## src/rtl/dht_poll_sequencer.sv

```systemverilog
// Round-robin DHT22 poller: shares one reader core across NUM_CH sensors and tracks per-channel health.
// Optional build macro DISP_AUTOROTATE_EN adds a 3000 ms display auto-advance.
module dht_poll_sequencer #(
    parameter int unsigned NUM_CH     = 4,
    parameter int unsigned PERIOD_MS  = 1000,
    parameter int unsigned GAP_MS     = 10,
    parameter int unsigned TIMEOUT_MS = 50,
    parameter int unsigned FAIL_LIMIT = 3,
    parameter int unsigned ERRW       = 4,
    localparam int unsigned CW = (NUM_CH > 1) ? $clog2(NUM_CH) : 1
) (
    input  logic                   clock,
    input  logic                   reset,
    input  logic                   tick_ms,
    output logic                   rd_start,
    output logic [CW-1:0]          rd_chan,
    input  logic                   rd_done,
    input  logic [39:0]            rd_data,
    input  logic                   disp_next,
    output logic [15:0]            disp_value,
    output logic [CW-1:0]          disp_chan,
    output logic                   disp_is_hum,
    input  logic [CW-1:0]          host_addr,
    output logic [31:0]            host_data,
    output logic [NUM_CH-1:0]      ch_valid,
    output logic [NUM_CH*ERRW-1:0] err_cnt,
    output logic                   busy
);

    localparam int unsigned PW   = (PERIOD_MS > 1) ? $clog2(PERIOD_MS) : 1;
    localparam int unsigned TW   = (TIMEOUT_MS > 1) ? $clog2(TIMEOUT_MS) : 1;
    localparam int unsigned GW   = (GAP_MS > 1) ? $clog2(GAP_MS) : 1;
    localparam int unsigned FW   = $clog2(FAIL_LIMIT + 1);
    localparam int unsigned NCAP = 1 << CW;
    localparam logic [NCAP-1:0] CH_MASK = NCAP'((1 << NUM_CH) - 1);

    typedef enum logic [2:0] {
        S_IDLE,
        S_START,
        S_WAIT,
        S_CHECK,
        S_FAIL,
        S_GAP
    } state_t;

    state_t            state;
    logic [PW-1:0]     period_cnt;
    logic              pending;
    logic [TW-1:0]     tmo_cnt;
    logic [GW-1:0]     gap_cnt;
    logic              chk_ok;
    logic [15:0]       hum_q   [NUM_CH];
    logic [15:0]       temp_q  [NUM_CH];
    logic [ERRW-1:0]   err_q   [NUM_CH];
    logic [FW-1:0]     fcnt_q  [NUM_CH];
    logic [NUM_CH-1:0] valid_q;

    logic period_hit_c;
    logic sum_ok_c;
    logic disp_adv_c;

    assign period_hit_c = tick_ms && (period_cnt == PW'(PERIOD_MS - 1));
    assign sum_ok_c     = (8'(rd_data[39:32] + rd_data[31:24] + rd_data[23:16] + rd_data[15:8])
                           == rd_data[7:0]);

    // Polling sequencer; rd_start is high exactly while in S_START.
    always_ff @(posedge clock) begin
        if (reset) begin
            state      <= S_IDLE;
            period_cnt <= '0;
            pending    <= 1'b0;
            tmo_cnt    <= '0;
            gap_cnt    <= '0;
            chk_ok     <= 1'b0;
            rd_start   <= 1'b0;
            rd_chan    <= '0;
            busy       <= 1'b0;
            valid_q    <= '0;
            for (int i = 0; i < NUM_CH; i++) begin
                hum_q[i]  <= '0;
                temp_q[i] <= '0;
                err_q[i]  <= '0;
                fcnt_q[i] <= '0;
            end
        end else begin
            rd_start <= 1'b0;
            if (tick_ms) begin
                period_cnt <= period_hit_c ? '0 : period_cnt + PW'(1);
            end
            // A period expiring mid-round is held and served on return to idle.
            if (period_hit_c && state != S_IDLE) begin
                pending <= 1'b1;
            end
            case (state)
                S_IDLE: begin
                    if (pending || period_hit_c) begin
                        pending  <= 1'b0;
                        rd_chan  <= '0;
                        busy     <= 1'b1;
                        rd_start <= 1'b1;
                        state    <= S_START;
                    end
                end
                S_START: begin
                    tmo_cnt <= '0;
                    state   <= S_WAIT;
                end
                S_WAIT: begin
                    // Good frames are latched on the rd_done edge so hosts see them a clock later.
                    if (rd_done) begin
                        chk_ok <= sum_ok_c;
                        if (sum_ok_c) begin
                            hum_q[rd_chan]   <= rd_data[39:24];
                            temp_q[rd_chan]  <= rd_data[23:8];
                            valid_q[rd_chan] <= 1'b1;
                            fcnt_q[rd_chan]  <= '0;
                        end
                        state <= S_CHECK;
                    end else if (tick_ms) begin
                        if (tmo_cnt == TW'(TIMEOUT_MS - 1)) begin
                            state <= S_FAIL;
                        end else begin
                            tmo_cnt <= tmo_cnt + TW'(1);
                        end
                    end
                end
                S_CHECK: begin
                    gap_cnt <= '0;
                    state   <= chk_ok ? S_GAP : S_FAIL;
                end
                S_FAIL: begin
                    if (err_q[rd_chan] != '1) begin
                        err_q[rd_chan] <= err_q[rd_chan] + ERRW'(1);
                    end
                    if (fcnt_q[rd_chan] != FW'(FAIL_LIMIT)) begin
                        fcnt_q[rd_chan] <= fcnt_q[rd_chan] + FW'(1);
                        if (fcnt_q[rd_chan] == FW'(FAIL_LIMIT - 1)) begin
                            valid_q[rd_chan] <= 1'b0;
                        end
                    end
                    gap_cnt <= '0;
                    state   <= S_GAP;
                end
                S_GAP: begin
                    if (tick_ms) begin
                        if (gap_cnt == GW'(GAP_MS - 1)) begin
                            gap_cnt <= '0;
                            if (rd_chan == CW'(NUM_CH - 1)) begin
                                busy  <= 1'b0;
                                state <= S_IDLE;
                            end else begin
                                rd_chan  <= rd_chan + CW'(1);
                                rd_start <= 1'b1;
                                state    <= S_START;
                            end
                        end else begin
                            gap_cnt <= gap_cnt + GW'(1);
                        end
                    end
                end
                default: state <= S_IDLE;
            endcase
        end
    end

`ifdef DISP_AUTOROTATE_EN
    logic [11:0] rot_cnt;
    logic        rot_hit_c;

    assign rot_hit_c  = tick_ms && (rot_cnt == 12'd2999);
    assign disp_adv_c = disp_next || rot_hit_c;

    // Auto-rotate timer; a manual press restarts the interval.
    always_ff @(posedge clock) begin
        if (reset) begin
            rot_cnt <= '0;
        end else if (disp_adv_c) begin
            rot_cnt <= '0;
        end else if (tick_ms) begin
            rot_cnt <= rot_cnt + 12'd1;
        end
    end
`else
    assign disp_adv_c = disp_next;
`endif

    // Show hum then temp of a channel before moving on to the next channel.
    always_ff @(posedge clock) begin
        if (reset) begin
            disp_chan   <= '0;
            disp_is_hum <= 1'b1;
        end else if (disp_adv_c) begin
            disp_is_hum <= ~disp_is_hum;
            if (!disp_is_hum) begin
                disp_chan <= (disp_chan == CW'(NUM_CH - 1)) ? '0 : disp_chan + CW'(1);
            end
        end
    end

    always_comb begin
        disp_value = 16'h0000;
        if (valid_q[disp_chan]) begin
            disp_value = disp_is_hum ? hum_q[disp_chan] : temp_q[disp_chan];
        end
    end

    always_comb begin
        host_data = 32'h0;
        if (CH_MASK[host_addr]) begin
            host_data = {hum_q[host_addr], temp_q[host_addr]};
        end
    end

    always_comb begin
        err_cnt = '0;
        for (int i = 0; i < NUM_CH; i++) begin
            err_cnt[i*ERRW +: ERRW] = err_q[i];
        end
    end

    assign ch_valid = valid_q;

endmodule

```

## config.mk

```make
export PLATFORM = sky130hd
export DESIGN_NAME = dht_poll_sequencer
export DESIGN_NICKNAME = d
export VERILOG_FILES = /design/src/rtl/dht_poll_sequencer.sv
export SDC_FILE = /design/constraint.sdc
export NUM_CORES = 1
export LEC_CHECK = 0
export ABC_AREA = 0
export ABC_CLOCK_PERIOD_IN_PS = 5200
export CORE_MARGIN = 10
export CORE_UTILIZATION = 40
export DETAILED_ROUTE_END_ITERATION = 8
export GPL_TIMING_DRIVEN = 0
export PLACE_DENSITY = 0.63
export SETUP_SLACK_MARGIN = 0.02
export SLEW_MARGIN = 5
export SYNTH_ARGS = -nofsm -noshare
export SYNTH_HDL_FRONTEND = slang
export SYNTH_SLANG_ARGS = --single-unit
```

## constraint.sdc

```tcl
create_clock -name clock -period 5.2 [get_ports clock]
set_input_delay 0.78 -clock clock [delete_from_list [all_inputs] [get_ports clock]]
set_output_delay 0.78 -clock clock [all_outputs]
set_load 0.05 [all_outputs]
```

==> parameters.txt, run 1 <==
Parameter                              Value

Status
  Run status ... completed

Hold path
  Hold-critical path depth ... 2
  Worst min path class ... reg2reg

Synth
  EDFF count, synth ... 152
  Yosys cell types ... 52
  Mean cell area of the mapped netlist ... 13.11 um2
  Post-synthesis sequential element count ... 192
  Post-synthesis sequential area ratio ... 51.86%
  Leading register cell type out of synthesis ... sky130_fd_sc_hd__edfxtp_1
  Post-Synthesis Cell Area ... 0.01034 mm2
  Ys Warns ... 0
  Number of nets in the synthesized netlist ... 870
  Cell count after synthesis ... 789
  Fraction of registers with async set/reset ... 0%

Floorplan
  Die Area ... 0.03269 mm2
  Number of core rows ... 58
  Core ar. ... 0.02533 mm2
  Overall die height ... 180.8 um
  I/O pin count ... 122
  Effective utilization at floorplan ... 40.85%
  DIE WIDTH ... 180.8 um

Setup path
  Setup CP Type ... in2reg
  Critical Path Start ... rd_data[9]
  Master of the slowest instance on the critical path ... sky130_fd_sc_hd__a31o_2
  CP Max Fanout ... 16
  Worst setup path endpoint ... hum_q[3][8]$_DFFE_PP_
  Most used cell, CP ... sky130_fd_sc_hd__fa_1
  Internal reg-to-reg setup slack ... 2.02 ns
  Crit Reg-Reg Startpoint ... rd_chan[1]$_SDFFE_PP0P_
  Required @ worst endpoint ... 5.27 ns
  Capturing point of the worst reg2reg path ... temp_q[2][10]$_SDFFCE_PN0P_
  Type of element launching the critical path ... input pin
  Arrival time of the worst setup path ... 5.06 ns
  Longest individual stage delay on the worst path ... 0.60 ns
  Crit path cell chain ... clkdlybuf4s50_1 -> fa_1 -> inv_1 -> fa_1 -> inv_1 -> ha_1 -> fa_1 -> nand3_1 -> a21oi_1 -> nor4_1 -> nand4_1 -> nor2_4 -> a31o_2
  Worst-case reg-to-reg path depth ... 6
  Critical path endpoint category ... flop

STA
  Minimum clock period ... 4.987 ns
  Final number of setup-violating endpoints ... 0
  Max Clock Skew ... 0.01412 ns
  PnR worst setup slack ... 0.2128 ns
  Final hold violations ... 0
  Peak Freq ... 200.5 MHz
  Worst slew pin tran ... 0.9796 ns
  Worst hold slack ... 0.4984 ns
  Final worst-path cycle share ... 95.91%
  Slew HR ... 34.70%
  Unrepaired setup endpoints after global routing ... no
  Final count of pins violating max slew ... 0

Routing
  Starting DRC count in detailed routing ... 616
  Antenna viol nets, final ... 0
  Average via count per standard cell ... 5.567
  Detailed-route via count ... 7104
  Drt wl/cell ... 23.62 um
  Total wirelength of the detailed-routed design ... 30140 um
  DR DRC count ... 0
  Length of the first detailed-routing pass in iterations ... 5

Placement
  Detail Placement HPWL ... 21580 um
  IO buf count ... 120
  Worst slack at placement ... -0.5574 ns
  Routability Congestion ... 0.8173
  Cell count after placement ... 1242

Global routing
  Global-route wire length before repair ... 45320 um
  Vias in the first global route ... 7345
  Pin count of the biggest net entering global routing ... 33
  Tot GR Track Use ... 18.05%
  Antenna violations before repair ... 1
  Global route overflow ... 0

Power and ir drop
  Worst ir drop on vdd ... 0.1771 mV
  Leakage Power ... 0.004881 uW
  Power density of the placed cells ... 293.3 mW/mm2
  Tot Pwr ... 3707 uW

Clock tree
  Worst-path clk slew ... 0.07 ns
  Total clock buffers created by CTS ... 17
  Number of setup buffers added after CTS ... 0
  TritonCTS clock tree ... built
  Clk root buf ... sky130_fd_sc_hd__clkbuf_16
  H-Tree Level Count ... 4
  Total of hold buffers inserted after clock tree synthesis ... 0
  CTS Buffer Depth ... 2
  Clock latency at the later pin of the worst-skew pair ... 0.44 ns
  Clock Sinks ... 192

Finish
  Post-layout utilization of the core ... 49.90%
  Total Nets Final ... 1013
  Non-filler instance count after layout ... 1276
  Area Growth Syn to Fin ... 22.17%
  Fraction of final layout cells with drive strength greater than 1 ... 14.92%

Job
  Max-capacitance violation count ... 0
[registers in the layout, indices dropped and copies added (netlist names), named ones only]
register / cells
gap_cnt: 4
disp_is_hum: 1
temp_q: 64
pending: 1
tmo_cnt: 6
rd_chan: 2
state: 3
period_cnt: 10
disp_chan: 2
rd_start: 1
hum_q: 64
fcnt_q: 8
err_q: 16
busy: 1
chk_ok: 1
[cell type report]
class | count | area [um2]
fill | 2216 | 12690
sequential | 192 | 5365
multi-input combinational | 518 | 4692
timing repair buffer | 123 | 1261
clock buffer | 18 | 429.2
tap | 330 | 412.9
buffer | 54 | 225.2
clock inverter | 14 | 152.6
inverter | 26 | 97.59
antenna | 1 | 2.502
[how the worst min path moves through the flow]
stage	start	to	slack, ns
5_1_grt	period_cnt[1]$_SDFFE_PP0P_	period_cnt[1]$_SDFFE_PP0P_	0.53
4_1_cts	period_cnt[1]$_SDFFE_PP0P_	period_cnt[1]$_SDFFE_PP0P_	0.50
3_5_place_dp	period_cnt[1]$_SDFFE_PP0P_	period_cnt[1]$_SDFFE_PP0P_	0.48
3_3_place_gp	period_cnt[1]$_SDFFE_PP0P_	period_cnt[1]$_SDFFE_PP0P_	0.48
2_1_floorplan	gap_cnt[2]$_SDFFE_PP0P_	gap_cnt[2]$_SDFFE_PP0P_	0.46
6_report	period_cnt[1]$_SDFFE_PP0P_	period_cnt[1]$_SDFFE_PP0P_	0.50
[cell usage after synthesis, types with 7 or more instances]
master	count	area [um2]
sky130_fd_sc_hd__and2_1	35	219.0
sky130_fd_sc_hd__mux4_2	70	1577
sky130_fd_sc_hd__mux2i_1	22	220.2
sky130_fd_sc_hd__or3_1	11	68.82
sky130_fd_sc_hd__nand2b_1	10	62.56
sky130_fd_sc_hd__buf_2	18	90.09
sky130_fd_sc_hd__ha_1	20	250.2
sky130_fd_sc_hd__edfxtp_1	152	4564
sky130_fd_sc_hd__inv_1	26	97.59
sky130_fd_sc_hd__xor2_1	14	122.6
sky130_fd_sc_hd__nand3_1	13	65.06
sky130_fd_sc_hd__and3_1	98	613.1
sky130_fd_sc_hd__a21oi_1	21	105.1
sky130_fd_sc_hd__nand3b_1	7	52.55
sky130_fd_sc_hd__nand2_1	16	60.06
sky130_fd_sc_hd__nand4_1	7	43.79
sky130_fd_sc_hd__nor2_1	76	285.3
sky130_fd_sc_hd__xnor2_1	12	105.1
sky130_fd_sc_hd__nor3_1	9	45.04
sky130_fd_sc_hd__clkbuf_1	32	120.1
sky130_fd_sc_hd__nor2b_1	7	43.79
sky130_fd_sc_hd__a21o_1	7	52.55
sky130_fd_sc_hd__dfxtp_1	40	800.8
sky130_fd_sc_hd__o21ai_0	9	45.04
sky130_fd_sc_hd__fa_1	14	280.3
[per-layer routing]
| layer | vias to the layer above | routed length, um | track usage, % |
|---|---|---|---|
| li1 | 3267 | - | - |
| met1 | 3557 | 12940 | 23.39 |
| met2 | 248 | 14940 | 29.72 |
| met3 | 32 | 1700 | 3.357 |
| met4 | 0 | 565 | 6.168 |
| met5 | - | 0 | 0 |
[what timing repair did]
action / CTS / global route
endpoints found under the setup margin: 32 / 53
cloned: 0 / 1
resized for setup: 1 / 3
pin swaps: 0 / 0
[cells in the final DEF, fill, tap and decap left out, types with 10 or more instances in the layout]
cell type and n:
sky130_fd_sc_hd__clkdlybuf4s50_1 120, sky130_fd_sc_hd__fa_1 14, sky130_fd_sc_hd__and3_1 98, sky130_fd_sc_hd__clkbuf_16 17, sky130_fd_sc_hd__nand2b_1 10, sky130_fd_sc_hd__xor2_1 14, sky130_fd_sc_hd__ha_1 20, sky130_fd_sc_hd__a21oi_1 21
sky130_fd_sc_hd__clkbuf_1 33, sky130_fd_sc_hd__xnor2_1 12, sky130_fd_sc_hd__nand2_1 16, sky130_fd_sc_hd__edfxtp_1 152, sky130_fd_sc_hd__nor2_1 75, sky130_fd_sc_hd__mux2i_1 22, sky130_fd_sc_hd__dfxtp_1 40, sky130_fd_sc_hd__buf_2 18
sky130_fd_sc_hd__and2_1 35, sky130_fd_sc_hd__or3_1 11, sky130_fd_sc_hd__inv_1 26, sky130_fd_sc_hd__nand3_1 13, sky130_fd_sc_hd__mux4_2 70
[cell families after synthesis]
kind of cell | count (synthesis) | synth area share, %
simple gates | 305 | 16.30
flops | 192 | 51.86
mux | 93 | 17.48
buf+inv | 80 | 3.120
compound gates | 57 | 3.592
fa+ha+maj | 34 | 5.128
xor+xnor | 28 | 2.516
[per-stage QoR]
stage | setup TNS [ns] | instance area [um2]
floorplan | 0 | 10340
detailed placement | -26.06 | 12020
global placement | -102.66 | 11960
finish | 0 | 12640
CTS | 0 | 12610
global route | 0 | 12640
[worst max-delay path, delay by kind of cell]
family	cells	cell delay, ns
AOI/OAI and AO/OA	2	0.68
adders and majority gates	4	1.75
buffers and inverters	3	0.64
and+or+nand+nor	4	1.22
[power by group]
part,internal (uW),switching (uW),total (uW)
logic,268,386,654
clock network,718,615,1330
registers,1700,25.1,1720
total,2680,1030,3710
Power figures use the tool's default switching activity.
==> run 2: changes to the inputs <==
--- a/config.mk
+++ b/config.mk
@@ -12,6 +12,7 @@
 export DETAILED_ROUTE_END_ITERATION = 8
 export GPL_TIMING_DRIVEN = 0
 export PLACE_DENSITY = 0.63
+export RECOVER_POWER = 50
 export SETUP_SLACK_MARGIN = 0.02
 export SLEW_MARGIN = 5
 export SYNTH_ARGS = -nofsm -noshare
==> parameters.txt, run 2 (synthesized netlist as in run 1, its figures left out) <==
Parameter                              Value

Finish
  Regs by FF count ... hum_q: 64 flops, temp_q: 64 flops, err_q: 16 flops
  Total Nets Final ... 1013 (unchanged)
  Most common cell after layout, fill and taps aside ... sky130_fd_sc_hd__edfxtp_1
  Number of filler instances in the final layout ... 2218 (+0.090%)
  Fraction of final layout cells with drive strength greater than 1 ... 14.50% (-0.42 points)
  Area Growth Syn to Fin ... 22.12% (about the same)
  Leading cell types in the layout, fill and taps excluded ... 152 x sky130_fd_sc_hd__edfxtp_1, 98 x sky130_fd_sc_hd__and3_1, 75 x sky130_fd_sc_hd__nor2_1
  Non-filler instance count after layout ... 1276 (unchanged)
  Design area ... 0.01263 mm2 (about the same)
  Post-layout utilization of the core ... 49.88% (about the same)

STA
  Peak Freq ... 201.9 MHz (+0.67%)
  Slew HR ... 2.888% (-32 points)
  Minimum clock period ... 4.954 ns (-0.03332 ns)
  Max Clock Skew ... 0.01306 ns (-0.001063 ns)
  Worst slew pin tran ... 1.441 ns (+0.4619 ns)
  Final hold violations ... 0 (unchanged)
  PnR worst setup slack ... 0.2462 ns (+0.03332 ns)
  Final number of setup-violating endpoints ... 0 (unchanged)
  Final count of pins violating max slew ... 0 (unchanged)
  Final worst-path cycle share ... 95.27% (-0.64 points)
  Setup Total Neg Slack ... 0 ns (unchanged)
  Unrepaired setup endpoints after global routing ... no

Setup path
  Required @ worst endpoint ... 5.28 ns (about the same)
  Arrival time of the worst setup path ... 5.03 ns (-0.03 ns)
  Setup CP Type ... in2reg
  Critical path endpoint category ... flop
  Type of element launching the critical path ... input pin
  CP Max Fanout ... 16 (unchanged)

Placement
  Cell count after placement ... 1242 (unchanged)
  Routability Congestion ... 0.8173 (unchanged)
  IO buf count ... 120 (unchanged)
  Detail Placement HPWL ... 21580 um (unchanged)
  Worst slack at placement ... -0.5574 ns (unchanged)
  Instance area at placement ... 0.01202 mm2 (unchanged)

Floorplan
  DIE WIDTH ... 180.8 um (unchanged)
  Core ar. ... 0.02533 mm2 (unchanged)
  Die Area ... 0.03269 mm2 (unchanged)
  Effective utilization at floorplan ... 40.85% (unchanged)
  Number of core rows ... 58 (unchanged)
  Overall die height ... 180.8 um (unchanged)
  I/O pin count ... 122 (unchanged)

Clock tree
  H-Tree Level Count ... 4 (unchanged)
  CTS Buffer Depth ... 2 (unchanged)
  Clk root buf ... sky130_fd_sc_hd__clkbuf_16
  Total of hold buffers inserted after clock tree synthesis ... 0 (unchanged)
  Clock Sinks ... 192 (unchanged)
  Clock latency at the later pin of the worst-skew pair ... 0.44 ns (about the same)
  TritonCTS clock tree ... built
  Worst-path clk slew ... 0.07 ns (about the same)
  Total clock buffers created by CTS ... 17 (unchanged)

Power and ir drop
  Power density of the placed cells ... 292.3 mW/mm2 (-0.35%)
  Leakage Power ... 0.004999 uW (+2.4%)
  Worst ir drop on vdd ... 0.1768 mV (-0.18%)

Routing
  Antenna viol nets, final ... 0 (unchanged)
  Total wirelength of the detailed-routed design ... 30080 um (-0.20%)
  Drt wl/cell ... 23.58 um (-0.20%)
  DR DRC count ... 0 (unchanged)
  Starting DRC count in detailed routing ... 589 (-4.4%)
  Detailed-route via count ... 7177 (+1.0%)
  Length of the first detailed-routing pass in iterations ... 7 (+2)
  Average via count per standard cell ... 5.625 (+1.0%)

Global routing
  Global route overflow ... 0 (unchanged)
  Antenna violations before repair ... 1 (unchanged)
  Vias in the first global route ... 7345 (unchanged)
  Tot GR Track Use ... 18.05% (unchanged)
  Global-route wire length before repair ... 45320 um (unchanged)
  Pin count of the biggest net entering global routing ... 33 (unchanged)

Job
  Max-capacitance violation count ... 0 (unchanged)

Status
  Run status ... completed

Hold path
  Worst min path class ... reg2reg
[run 2: cell count changes in the layout (fill, tap and decap cells not counted), moves of 3 or more]
cell	delta
sky130_fd_sc_hd__clkbuf_1	+7
sky130_fd_sc_hd__dlygate4sd3_1	+72
sky130_fd_sc_hd__buf_1	-3
sky130_fd_sc_hd__clkbuf_2	+7
sky130_fd_sc_hd__buf_2	-11
sky130_fd_sc_hd__clkdlybuf4s50_1	-72
[run 2: worst max-delay path, cell delays in order]
cell,delay (ns)
sky130_fd_sc_hd__clkdlybuf4s50_1,0.54
sky130_fd_sc_hd__fa_1,0.58
sky130_fd_sc_hd__inv_1,0.05
sky130_fd_sc_hd__fa_1,0.50
sky130_fd_sc_hd__inv_1,0.04
sky130_fd_sc_hd__ha_1,0.23
sky130_fd_sc_hd__fa_1,0.42
sky130_fd_sc_hd__nand3_1,0.15
sky130_fd_sc_hd__a21oi_1,0.08
sky130_fd_sc_hd__nor4_1,0.33
sky130_fd_sc_hd__nand4_1,0.38
sky130_fd_sc_hd__nor2_4,0.34
sky130_fd_sc_hd__a31o_2,0.59
[run 2: cell type report]
type	instances	area, um2	share of cell area [%]
diodes	1	2.502	0.01981
plain buffers	54	220.2	1.743
clock buffers	18	429.2	3.397
clock inverters	14	152.6	1.208
inverters	26	97.59	0.7725
multi-input cells	518	4692	37.14
flip-flops and latches	192	5365	42.47
well taps	330	412.9	3.268
repair buffers	123	1261	9.983
[run 2: metal layers]
layer  vias up  wire length [um]  track usage (%)
li1       3273                 -                -
met4         0               598            6.168
met3        34              2086            3.357
met5         -                 0                0
met1      3579             12560            23.39
met2       291             14840            29.72
[run 2: what timing repair did]
action / CTS / global route
cloned: 0 / 1
gates resized for setup: 1 / 3
buffers inserted: 0 / 0
pin swaps: 0 / 0
endpoints found under the setup margin: 32 / 53
[run 2: through the flow]
stage	hold slack (ns)	power, uW
final	0.4970	3693
after CTS	0.4968	3708
after global routing	0.5326	3813
after floorplan	0.4627	2175
after global placement	0.4796	2393
after detailed placement	0.4849	2403
[run 2: worst paths after layout]
path                                    from                     endpoint  slack (ns)  depth (start not counted)
setup reg to reg     rd_chan[1]$_SDFFE_PP0P_  temp_q[2][10]$_SDFFCE_PN0P_        2.01                          6
hold / removal    period_cnt[1]$_SDFFE_PP0P_   period_cnt[1]$_SDFFE_PP0P_        0.50                          2
hold reg to reg   period_cnt[1]$_SDFFE_PP0P_   period_cnt[1]$_SDFFE_PP0P_        0.50                          2
setup / recovery                  rd_data[9]        hum_q[3][8]$_DFFE_PP_        0.25                         13
[run 2: report_power, final]
part	switching [uW]	internal [uW]
logic	384	257
clock network	614	717
registers	24.8	1700
total	1020	2670
==> run 3: changes to the inputs <==
--- a/config.mk
+++ b/config.mk
@@ -8,10 +8,10 @@
 export ABC_AREA = 0
 export ABC_CLOCK_PERIOD_IN_PS = 5200
 export CORE_MARGIN = 10
-export CORE_UTILIZATION = 40
+export CORE_UTILIZATION = 23
 export DETAILED_ROUTE_END_ITERATION = 8
 export GPL_TIMING_DRIVEN = 0
-export PLACE_DENSITY = 0.63
+export PLACE_DENSITY = 0.44
 export RECOVER_POWER = 50
 export SETUP_SLACK_MARGIN = 0.02
 export SLEW_MARGIN = 5
==> parameters.txt, run 3 (synthesized netlist as in run 1, its figures left out) <==
Parameter                              Value

Placement
  Routability Congestion ... 0.8186 (+0.16%)
  Worst slack at placement ... -0.8243 ns (-0.2669 ns)
  IO buf count ... 120 (unchanged)
  Instance area at placement ... 0.01235 mm2 (+2.7%)
  Detail Placement HPWL ... 25590 um (+19%)

Routing
  Length of the first detailed-routing pass in iterations ... 5 (-2)
  Detailed-route via count ... 7006 (-2.4%)
  Top Metal Used ... met4
  Total wirelength of the detailed-routed design ... 34470 um (+15%)
  DR DRC count ... 0 (unchanged)
  Average via count per standard cell ... 4.552 (-19%)
  Starting DRC count in detailed routing ... 617 (+4.8%)
  Drt wl/cell ... 22.40 um (-5.0%)
  DR WL met2 ... 16660 um (+12%)
  WL met3 ... 1551 um (-26%)
  Antenna viol nets, final ... 0 (unchanged)
  Wire length on met1 ... 16060 um (+28%)

Clock tree
  Clk root buf ... sky130_fd_sc_hd__clkbuf_16
  H-Tree Level Count ... 4 (unchanged)
  Clock latency at the later pin of the worst-skew pair ... 0.45 ns (about the same)
  TritonCTS clock tree ... built
  CTS Buffer Depth ... 2 (unchanged)
  Total of hold buffers inserted after clock tree synthesis ... 0 (unchanged)
  Worst-path clk slew ... 0.07 ns (about the same)
  Total clock buffers created by CTS ... 17 (unchanged)
  Clock Sinks ... 192 (unchanged)

STA
  Max Clock Skew ... 0.01206 ns (-0.0009975 ns)
  Unrepaired setup endpoints after global routing ... no
  Final number of setup-violating endpoints ... 0 (unchanged)
  Final count of pins violating max slew ... 8 (+8)
  Final worst-path cycle share ... 94.26% (-1.0 points)
  Worst slew pin tran ... 1.825 ns (+0.3833 ns)
  Minimum clock period ... 4.902 ns (-0.05208 ns)
  Setup Total Neg Slack ... 0 ns (unchanged)
  Slew HR ... -22.94% (-26 points)
  Peak Freq ... 204.0 MHz (+1.1%)
  PnR worst setup slack ... 0.2982 ns (+0.05208 ns)
  Final hold violations ... 0 (unchanged)

Floorplan
  Effective utilization at floorplan ... 23.34% (-18 points)
  Core ar. ... 0.04432 mm2 (+75%)
  DIE WIDTH ... 232.1 um (+28%)
  I/O pin count ... 122 (unchanged)
  Overall die height ... 232.1 um (+28%)
  Number of core rows ... 77 (+33%)
  Die Area ... 0.05386 mm2 (+65%)

Job
  Max-capacitance violation count ... 1 (+1)

Finish
  Area Growth Syn to Fin ... 25.40%
  Design area ... 0.01297 mm2 (+2.7%)
  Most common cell after layout, fill and taps aside ... sky130_fd_sc_hd__edfxtp_1
  Leading cell types in the layout, fill and taps excluded ... 152 x sky130_fd_sc_hd__edfxtp_1, 98 x sky130_fd_sc_hd__and3_1, 75 x sky130_fd_sc_hd__nor2_1
  Number of inserted diodes ... 0 (-1)
  Fraction of final layout cells with drive strength greater than 1 ... 15.21% (+0.71 points)
  Regs by FF count ... hum_q: 64 flops, temp_q: 64 flops, err_q: 16 flops
  Total Nets Final ... 1015 (+0.20%)

Global routing
  Global-route wire length before repair ... 50440 um (+11%)
  Vias in the first global route ... 7337 (-0.11%)
  Antenna violations before repair ... 0 (-1)
  Global route overflow ... 0 (unchanged)
  Tot GR Track Use ... 12.76% (-5.3 points)
  Pin count of the biggest net entering global routing ... 33 (unchanged)

Setup path
  CP Max Fanout ... 16 (unchanged)
  Crit path cell chain ... dlygate4sd3_1 -> fa_1 -> inv_1 -> fa_1 -> inv_1 -> ha_1 -> fa_1 -> nand3_1 -> a21oi_1 -> nor4_1 -> nand4_1 -> nor2_4 -> a31o_2
  Worst path bufs/invs ... 3 (unchanged)
  Worst-case reg-to-reg path depth ... 6 (unchanged)
  Capturing point of the worst reg2reg path ... temp_q[2][5]$_SDFFCE_PN0P_
  Required @ worst endpoint ... 5.28 ns (about the same)
  Setup CP Type ... in2reg
  Internal reg-to-reg setup slack ... 1.68 ns (-0.33 ns)
  Critical path endpoint category ... flop
  Master of the slowest instance on the critical path ... sky130_fd_sc_hd__dlygate4sd3_1
  Kind of cell adding the most delay to the critical path ... adder cells
  Type of element launching the critical path ... input pin
  Longest individual stage delay on the worst path ... 0.68 ns (+0.09 ns)
  Crit Reg-Reg Startpoint ... rd_chan[1]$_SDFFE_PP0P_
  Most used cell, CP ... sky130_fd_sc_hd__fa_1
  Arrival time of the worst setup path ... 4.98 ns (-0.05 ns)

Power and ir drop
  Leakage Power ... 0.005026 uW (+0.54%)
  Worst ir drop on vdd ... 0.2361 mV (+34%)
  Power density of the placed cells ... 288.3 mW/mm2 (-1.4%)

Status
  Run status ... finished with violations
  Violated checks ... max-capacitance violations, max-slew violations

Hold path
  Min-Delay Startpoint ... pending$_SDFF_PP0_
  Worst min path class ... reg2reg
  Hold-critical path depth ... 2 (unchanged)
  Endpoint of the worst hold-timing path ... pending$_SDFF_PP0_
-- run 3: area by class of cell --
cell class	count	area [um2]
fill	4619	31350
inverter	26	97.59
timing repair buffer	125	1276
clock inverter	14	163.9
clock buffer	18	429.2
tap	592	740.7
multi-input combinational	518	4677
buffer	54	222.7
sequential	192	5365
-- run 3: per-stage QoR --
stage	total power, uW	util, %	cells	hold WS (ns)
2_1_floorplan	2175	-	789	0.4627
3_3_place_gp	2424	27.72	1501	0.4794
3_5_place_dp	2429	27.87	1504	0.4916
4_1_cts	3791	29.23	1536	0.5023
5_1_grt	3886	29.27	1539	0.5466
6_report	3740	29.27	1539	0.4991
-- run 3: power by group --
part / leakage [uW] / switching [uW] / internal (uW)
Combinational: 0.00285 / 400 / 258
Sequential: 0.00189 / 24.8 / 1690
Clock: 0.000284 / 675 / 688
-- run 3: worst max-delay path by stage --
stage | from | cells after the start | slack, ns | endpoint
3_3_place_gp | rd_data[17] | 13 | -1.25 | hum_q[0][6]$_SDFFCE_PN0P_
3_5_place_dp | rd_data[17] | 13 | -0.82 | temp_q[3][7]$_DFFE_PP_
4_1_cts | rd_data[17] | 13 | 0.07 | temp_q[3][0]$_DFFE_PP_
5_1_grt | rd_data[9] | 13 | 0.13 | temp_q[3][15]$_DFFE_PP_
6_report | rd_data[9] | 13 | 0.30 | temp_q[3][5]$_DFFE_PP_
2_1_floorplan | rd_data[9] | 12 | 0.61 | hum_q[2][0]$_SDFFCE_PN0P_
-- run 3: timing repair --
action	in CTS	in global routing
resized for setup	2	1
gates cloned	0	1
buffers inserted	0	2
pin swaps	0	1
setup endpoints to repair	32	101
-- run 3: routing by layer --
metal  up-vias  track usage (%)
li1       3264                -
met1      3549            17.19
met2       178            21.15
met3        15            2.272
met4         0            2.389
met5         -                0
-- run 3: worst register-to-register path: cells and delay by family (launching register included) --
kind | cells | cell delay (ns)
flops | 1 | 0.42
buf+inv | 4 | 1.56
compound gates | 1 | 0.49
simple gates | 1 | 0.72
